<file path="src/rtl/shift_seq_ctrl_dlx_if.sv">
// Request/response bundle between the DLX execute stage (master) and the
// shift sequencer (slave). arith exists only when SHIFT_SEQ_ARITH_EN is defined.
interface shift_seq_ctrl_dlx_if #(
    parameter int WIDTH = 32,
    parameter int AMT_W = 5
);
    logic             start;
    logic             right;
    logic [AMT_W-1:0] amount;
    logic [WIDTH-1:0] din;
    logic             busy;
    logic             done;
    logic [WIDTH-1:0] dout;
`ifdef SHIFT_SEQ_ARITH_EN
    logic             arith;
`endif

    modport master (
`ifdef SHIFT_SEQ_ARITH_EN
        output arith,
`endif
        output start, right, amount, din,
        input  busy, done, dout
    );

    modport slave (
`ifdef SHIFT_SEQ_ARITH_EN
        input  arith,
`endif
        input  start, right, amount, din,
        output busy, done, dout
    );
endinterface

</file>
<file path="src/rtl/shift_seq_ctrl_dlx.sv">
// Multi-cycle SLL/SRL sequencer around the shared 1-bit DLX shifter.
// Define SHIFT_SEQ_ARITH_EN to add the arith input (sign-replicating right shifts).
//
// state | meaning
// IDLE  | waiting for start; operands latched when it arrives
// SHIFT | one single-bit shift per clock, cnt counts down to 1
// DONE  | dout valid, done pulses for one cycle, then back to IDLE
module shift_seq_ctrl_dlx #(
    parameter int WIDTH = 32,
    parameter int AMT_W = 5
) (
    input  logic                  clk,
    input  logic                  reset_n,
    shift_seq_ctrl_dlx_if.slave   bus,
    output logic [WIDTH-1:0]      sh_di,
    output logic                  sh_shift,
    output logic                  sh_right,
    input  logic [WIDTH-1:0]      sh_do
);
    typedef enum logic [1:0] {IDLE, SHIFT, DONE} state_t;

    state_t           state, state_nxt;
    logic [WIDTH-1:0] data, data_nxt;
    logic [WIDTH-1:0] dout_q, dout_nxt;
    logic [AMT_W-1:0] cnt, cnt_nxt;
    logic             dir, dir_nxt;
    logic [WIDTH-1:0] shifted;
`ifdef SHIFT_SEQ_ARITH_EN
    logic             ar, ar_nxt;
`endif

    assign sh_di    = data;
    assign bus.dout = dout_q;

`ifdef SHIFT_SEQ_ARITH_EN
    // The shared shifter always zero-fills; restore the sign bit for SRA.
    assign shifted = (dir && ar) ? {data[WIDTH-1], sh_do[WIDTH-2:0]} : sh_do;
`else
    assign shifted = sh_do;
`endif

    always_ff @(posedge clk or negedge reset_n) begin
        if (!reset_n) begin
            state  <= IDLE;
            data   <= '0;
            dout_q <= '0;
            cnt    <= '0;
            dir    <= 1'b0;
`ifdef SHIFT_SEQ_ARITH_EN
            ar     <= 1'b0;
`endif
        end else begin
            state  <= state_nxt;
            data   <= data_nxt;
            dout_q <= dout_nxt;
            cnt    <= cnt_nxt;
            dir    <= dir_nxt;
`ifdef SHIFT_SEQ_ARITH_EN
            ar     <= ar_nxt;
`endif
        end
    end

    always_comb begin
        state_nxt = state;
        data_nxt  = data;
        dout_nxt  = dout_q;
        cnt_nxt   = cnt;
        dir_nxt   = dir;
`ifdef SHIFT_SEQ_ARITH_EN
        ar_nxt    = ar;
`endif
        sh_shift  = 1'b0;
        sh_right  = 1'b0;
        bus.busy  = 1'b0;
        bus.done  = 1'b0;

        case (state)
            IDLE: begin
                if (bus.start) begin
                    data_nxt = bus.din;
                    cnt_nxt  = bus.amount;
                    dir_nxt  = bus.right;
`ifdef SHIFT_SEQ_ARITH_EN
                    ar_nxt   = bus.arith;
`endif
                    // dout is loaded on entry to DONE so it is valid alongside done.
                    if (bus.amount == '0) begin
                        dout_nxt  = bus.din;
                        state_nxt = DONE;
                    end else begin
                        state_nxt = SHIFT;
                    end
                end
            end
            SHIFT: begin
                bus.busy = 1'b1;
                sh_shift = 1'b1;
                sh_right = dir;
                data_nxt = shifted;
                cnt_nxt  = cnt - AMT_W'(1);
                if (cnt == AMT_W'(1)) begin
                    dout_nxt  = shifted;
                    state_nxt = DONE;
                end
            end
            DONE: begin
                bus.busy  = 1'b1;
                bus.done  = 1'b1;
                state_nxt = IDLE;
            end
            default: state_nxt = IDLE;
        endcase
    end
endmodule

</file>
<file path="src/flat_wrapper.sv">
// flat-port wrapper written by rule: the top's interface ports become plain ports
module shift_seq_ctrl_dlx_flat 
#(
    parameter int WIDTH = 32,
    parameter int AMT_W = 5
)
  (clk, reset_n, sh_di, sh_shift, sh_right, sh_do, bus_start, bus_right, bus_amount, bus_din, bus_busy, bus_done, bus_dout);
  shift_seq_ctrl_dlx_if #(.WIDTH(WIDTH), .AMT_W(AMT_W)) bus_i ();
  input  logic clk;
  input  logic reset_n;
  output logic [WIDTH-1:0] sh_di;
  output logic sh_shift;
  output logic sh_right;
  input  logic [WIDTH-1:0] sh_do;
  input wire logic [$bits(bus_i.start)-1:0] bus_start;
  input wire logic [$bits(bus_i.right)-1:0] bus_right;
  input wire logic [$bits(bus_i.amount)-1:0] bus_amount;
  input wire logic [$bits(bus_i.din)-1:0] bus_din;
  output wire logic [$bits(bus_i.busy)-1:0] bus_busy;
  output wire logic [$bits(bus_i.done)-1:0] bus_done;
  output wire logic [$bits(bus_i.dout)-1:0] bus_dout;
  assign bus_i.start = bus_start;
  assign bus_i.right = bus_right;
  assign bus_i.amount = bus_amount;
  assign bus_i.din = bus_din;
  assign bus_busy = bus_i.busy;
  assign bus_done = bus_i.done;
  assign bus_dout = bus_i.dout;
  shift_seq_ctrl_dlx #(.WIDTH(WIDTH), .AMT_W(AMT_W)) u_core (.clk(clk), .reset_n(reset_n), .bus(bus_i), .sh_di(sh_di), .sh_shift(sh_shift), .sh_right(sh_right), .sh_do(sh_do));
endmodule
</file>
<file path="config.mk">
export PLATFORM = sky130hd
export DESIGN_NAME = shift_seq_ctrl_dlx_flat
export DESIGN_NICKNAME = d
export VERILOG_FILES = /design/src/rtl/shift_seq_ctrl_dlx_if.sv /design/src/rtl/shift_seq_ctrl_dlx.sv /design/src/flat_wrapper.sv
export SDC_FILE = /design/constraint.sdc
export NUM_CORES = 1
export LEC_CHECK = 0
export CORE_MARGIN = 5
export CORE_UTILIZATION = 38
export CTS_CLUSTER_DIAMETER = 60
export DETAILED_ROUTE_END_ITERATION = 10
export GPL_ROUTABILITY_DRIVEN = 0
export PLACE_DENSITY = 0.75
export SLEW_MARGIN = 20
export SYNTH_ARGS = -nofsm -noshare
export SYNTH_HDL_FRONTEND = slang
export SYNTH_SLANG_ARGS = --single-unit
</file>
<file path="constraint.sdc">
create_clock -name clk -period 1.8 [get_ports clk]
set_clock_uncertainty 0.05 [all_clocks]
set_input_delay 0.27 -clock clk [delete_from_list [all_inputs] [get_ports clk]]
set_output_delay 0.27 -clock clk [all_outputs]
set_load 0.1 [all_outputs]
</file>
==> impl_results.md <==
* Largest net degree at the start of global routing at 39
* Most frequent CP cell: buf_12
* IO Pins at 141
* Layout area overhead at 102%
* Max Fclk at 526 MHz
* Post-synth EDFFs at 0
* CTS tree: yes
* Synth top area cells: dfrtp_1 (55%), mux2i_1 (10%), a21oi_1 (8.8%)
* Number of global-route vias before repair at 3432
* Slew of the pin with the lowest slew margin at 0.564 ns
* Die Span Y at 103 um
* CP cell instances: inv_2 > buf_12 > ha_4 > buf_8 > buf_12 > and2_4 > buf_12
* Slowest CP cell: dfrtp_1
* Warnings from Yosys at 0
* Ys flop type: dfrtp_1
* PnR worst setup slack at -0.101 ns
* Die area at 10600 um2
* Site Rows at 34
* Post-synthesis net count at 381
* TritonCTS Buffers at 9
* DR pass1 iterations at 5
* Ys async rst share at 100%
* IO Port Bufs at 140
* Critical path launch point type: flop
* Reg2Reg Depth at 9
* Antenna diodes at 0
* Longest Clk Path Bufs at 2
* Worst hold path class: primary input to async pin
* Post-synthesis cell area at 3290 um2
* Wirelength, routed at 11500 um
* CTS H-tree lvls at 3
* Layout Cells excl Fill at 615
* Layout Nets at 580
* Clock transition at path regs at 0.08 ns
* Register area share after synthesis at 54.7%
* Failing checks: setup timing
* Initial antenna violation count at 0
* Skew-Pair Late Insertion Delay at 0.33 ns
* RSZ-0062 raised after global routing: true
* WP buf/inv at 5
* All-layer global routing usage at 21.3%
* Setup crit end kind: output pin
* Clock Root Buffer: clkbuf_8
* Wire length per cell at 18.7 um
* Unique masters post-synth at 30
* Number of synthesized register bits at 72
* WS Path Type: flop to output pin
* Commonest non-fill, non-tap cells in the layout: buf_12 (75), dfrtp_1 (72), clkdlybuf4s50_1 (71)
* Starting Density at 38.3%
* Share of the synthesized area in the top cell type at 54.7%
* Req. time, crit path at 1.48 ns
* # setup viols final at 38
* Run status: finished with violations
* Post-route DRC violation count at 0
* Post-Syn Instances at 303
* Max Fanout on Critical Path at 6
* Final hold vios at 0
* Max Cap Viol at 0
* Routed vias at 3218
* Reg-to-Reg End: u_core.bus.dout[2]$_DFFE_PN0P_
* Critical Path AT at 1.58 ns
* Crit share post-route at 106%
* Fin. max-slew vios at 0
* Share of post-route cells with drive strength above 1 at 40.8%
* Clock sinks at 72
* Crit Reg-Reg Startpoint: u_core.state[1]$_DFFE_PN0P_
* DR vias/cell at 5.23
* Final Critical Period at 1.90 ns
* Mean Syn Cell Area at 10.9 um2
* Worst path max stage delay at 0.40 ns
* Synth area leader: dfrtp_1
* Top Family by Delay on Critical Path: buffers and inverters
* Placed cells at 574
* HPWL Detailed at 7840 um
* Global-route wire length before repair at 17300 um
* Post-route ant nets at 0
* FF-to-FF setup slack at -0.07 ns
* Most common cell after layout, fill and taps aside: buf_12
* Slew HR at 62.2%
* Initial drt markers at 162
* Die width at 103 um
* GRT overflow at 0
* CORE AREA at 8590 um2
==> layer usage <==
metal / wire length, um / GRT usage [%] / vias to the layer above
met5: 0 / 0 / -
met4: 163 / 6.67 / 0
met3: 789 / 5.55 / 15
met2: 6020 / 36.5 / 93
met1: 4510 / 26.1 / 1612
li1: - / - / 1498
==> state kept, by name (all words and copies together) (netlist names) <==
name / count
u_core.bus.dout: 32
u_core.cnt: 5
u_core.state: 2
u_core.dir: 1
u_core.sh_di: 32
==> area by class of cell <==
cell class	count	area [um2]
Timing Repair Buffer	208	2760
Fill cell	503	1950
Inverter	7	28.8
Multi-Input combinational cell	204	1720
Tap cell	108	135
Clock buffer	11	141
Sequential cell	72	1800
Clock inverter	5	56.3
==> how the worst max path moves through the flow <==
stage,from,end,cells after the start
floorplan,u_core.state[1]$_DFFE_PN0P_,u_core.bus.dout[27]$_DFFE_PN0P_,9
global placement,bus_amount[2],u_core.bus.dout[28]$_DFFE_PN0P_,7
detailed placement,bus_amount[2],u_core.bus.dout[16]$_DFFE_PN0P_,7
CTS,u_core.state[1]$_DFFE_PN0P_,sh_right,7
finish,u_core.state[1]$_DFFE_PN0P_,sh_right,7
global route,u_core.cnt[1]$_DFFE_PN0P_,u_core.bus.dout[28]$_DFFE_PN0P_,7
==> per-stage QoR <==
step | setup TNS [ns] | setup slack, ns | utilization [%] | hold slack, ns | area (um2)
2_1_floorplan | -3.63 | -0.121 | - | -0.0756 | 3390
3_3_place_gp | -16.73 | -0.408 | 67.7 | 0.143 | 5820
3_5_place_dp | -17.97 | -0.438 | 67.7 | 0.132 | 5820
4_1_cts | -1.80 | -0.119 | 73.3 | 0.312 | 6300
5_1_grt | -5.53 | -0.176 | 77.3 | 0.342 | 6640
6_report | -1.81 | -0.101 | 77.3 | 0.322 | 6640
==> worst register-to-register path: cells and delay by family (launching register included) <==
kind	cells	cell delay [ns]
buffers and inverters	4	0.50
flip-flops	1	0.40
multiplexers	1	0.26
AO/OA/AOI/OAI	2	0.22
AND/OR/NAND/NOR	1	0.19
adder cells (fa/ha/maj)	1	0.15
==> synth_stat cells, types with 2 or more instances <==
| library cell | count |
|---|---|
| o21ai_0 | 8 |
| or2_2 | 2 |
| o32a_1 | 14 |
| o22ai_1 | 4 |
| nor3_1 | 2 |
| nand3_1 | 4 |
| nor2b_1 | 2 |
| a21oi_1 | 58 |
| ha_1 | 5 |
| a21o_1 | 3 |
| nor2_1 | 21 |
| inv_1 | 7 |
| buf_1 | 2 |
| a221oi_1 | 2 |
| clkbuf_1 | 8 |
| buf_4 | 2 |
| a31oi_1 | 2 |
| nand2_1 | 17 |
| dfrtp_1 | 72 |
| buf_6 | 3 |
| buf_2 | 8 |
| and2_1 | 3 |
| o21a_1 | 14 |
| mux2i_1 | 34 |
==> what timing repair did <==
item	in CTS	in global routing
resized for setup	31	54
pin swaps	2	10
hold buffers	1	0
cloned	7	1
hold endpoints to repair	21	0
endpoints found under the setup margin	69	67
setup buffers	9	8
==> cell families (layout without fill, tap and decap cells) <==
family                     Yosys count  after routing  synth area share, %
AOI/OAI and AO/OA                  107            109                 20.6
adders and majority gates            5              5                 1.90
buffers and inverters               30            231                 4.64
DFF                                 72             72                 54.7
muxes                               35             35                 10.7
and+or+nand+nor                     54             55                 7.45
Power is left out: the tool's default activity adds up to more than one toggle a clock period on the data nets, which glitch-free logic cannot reach.
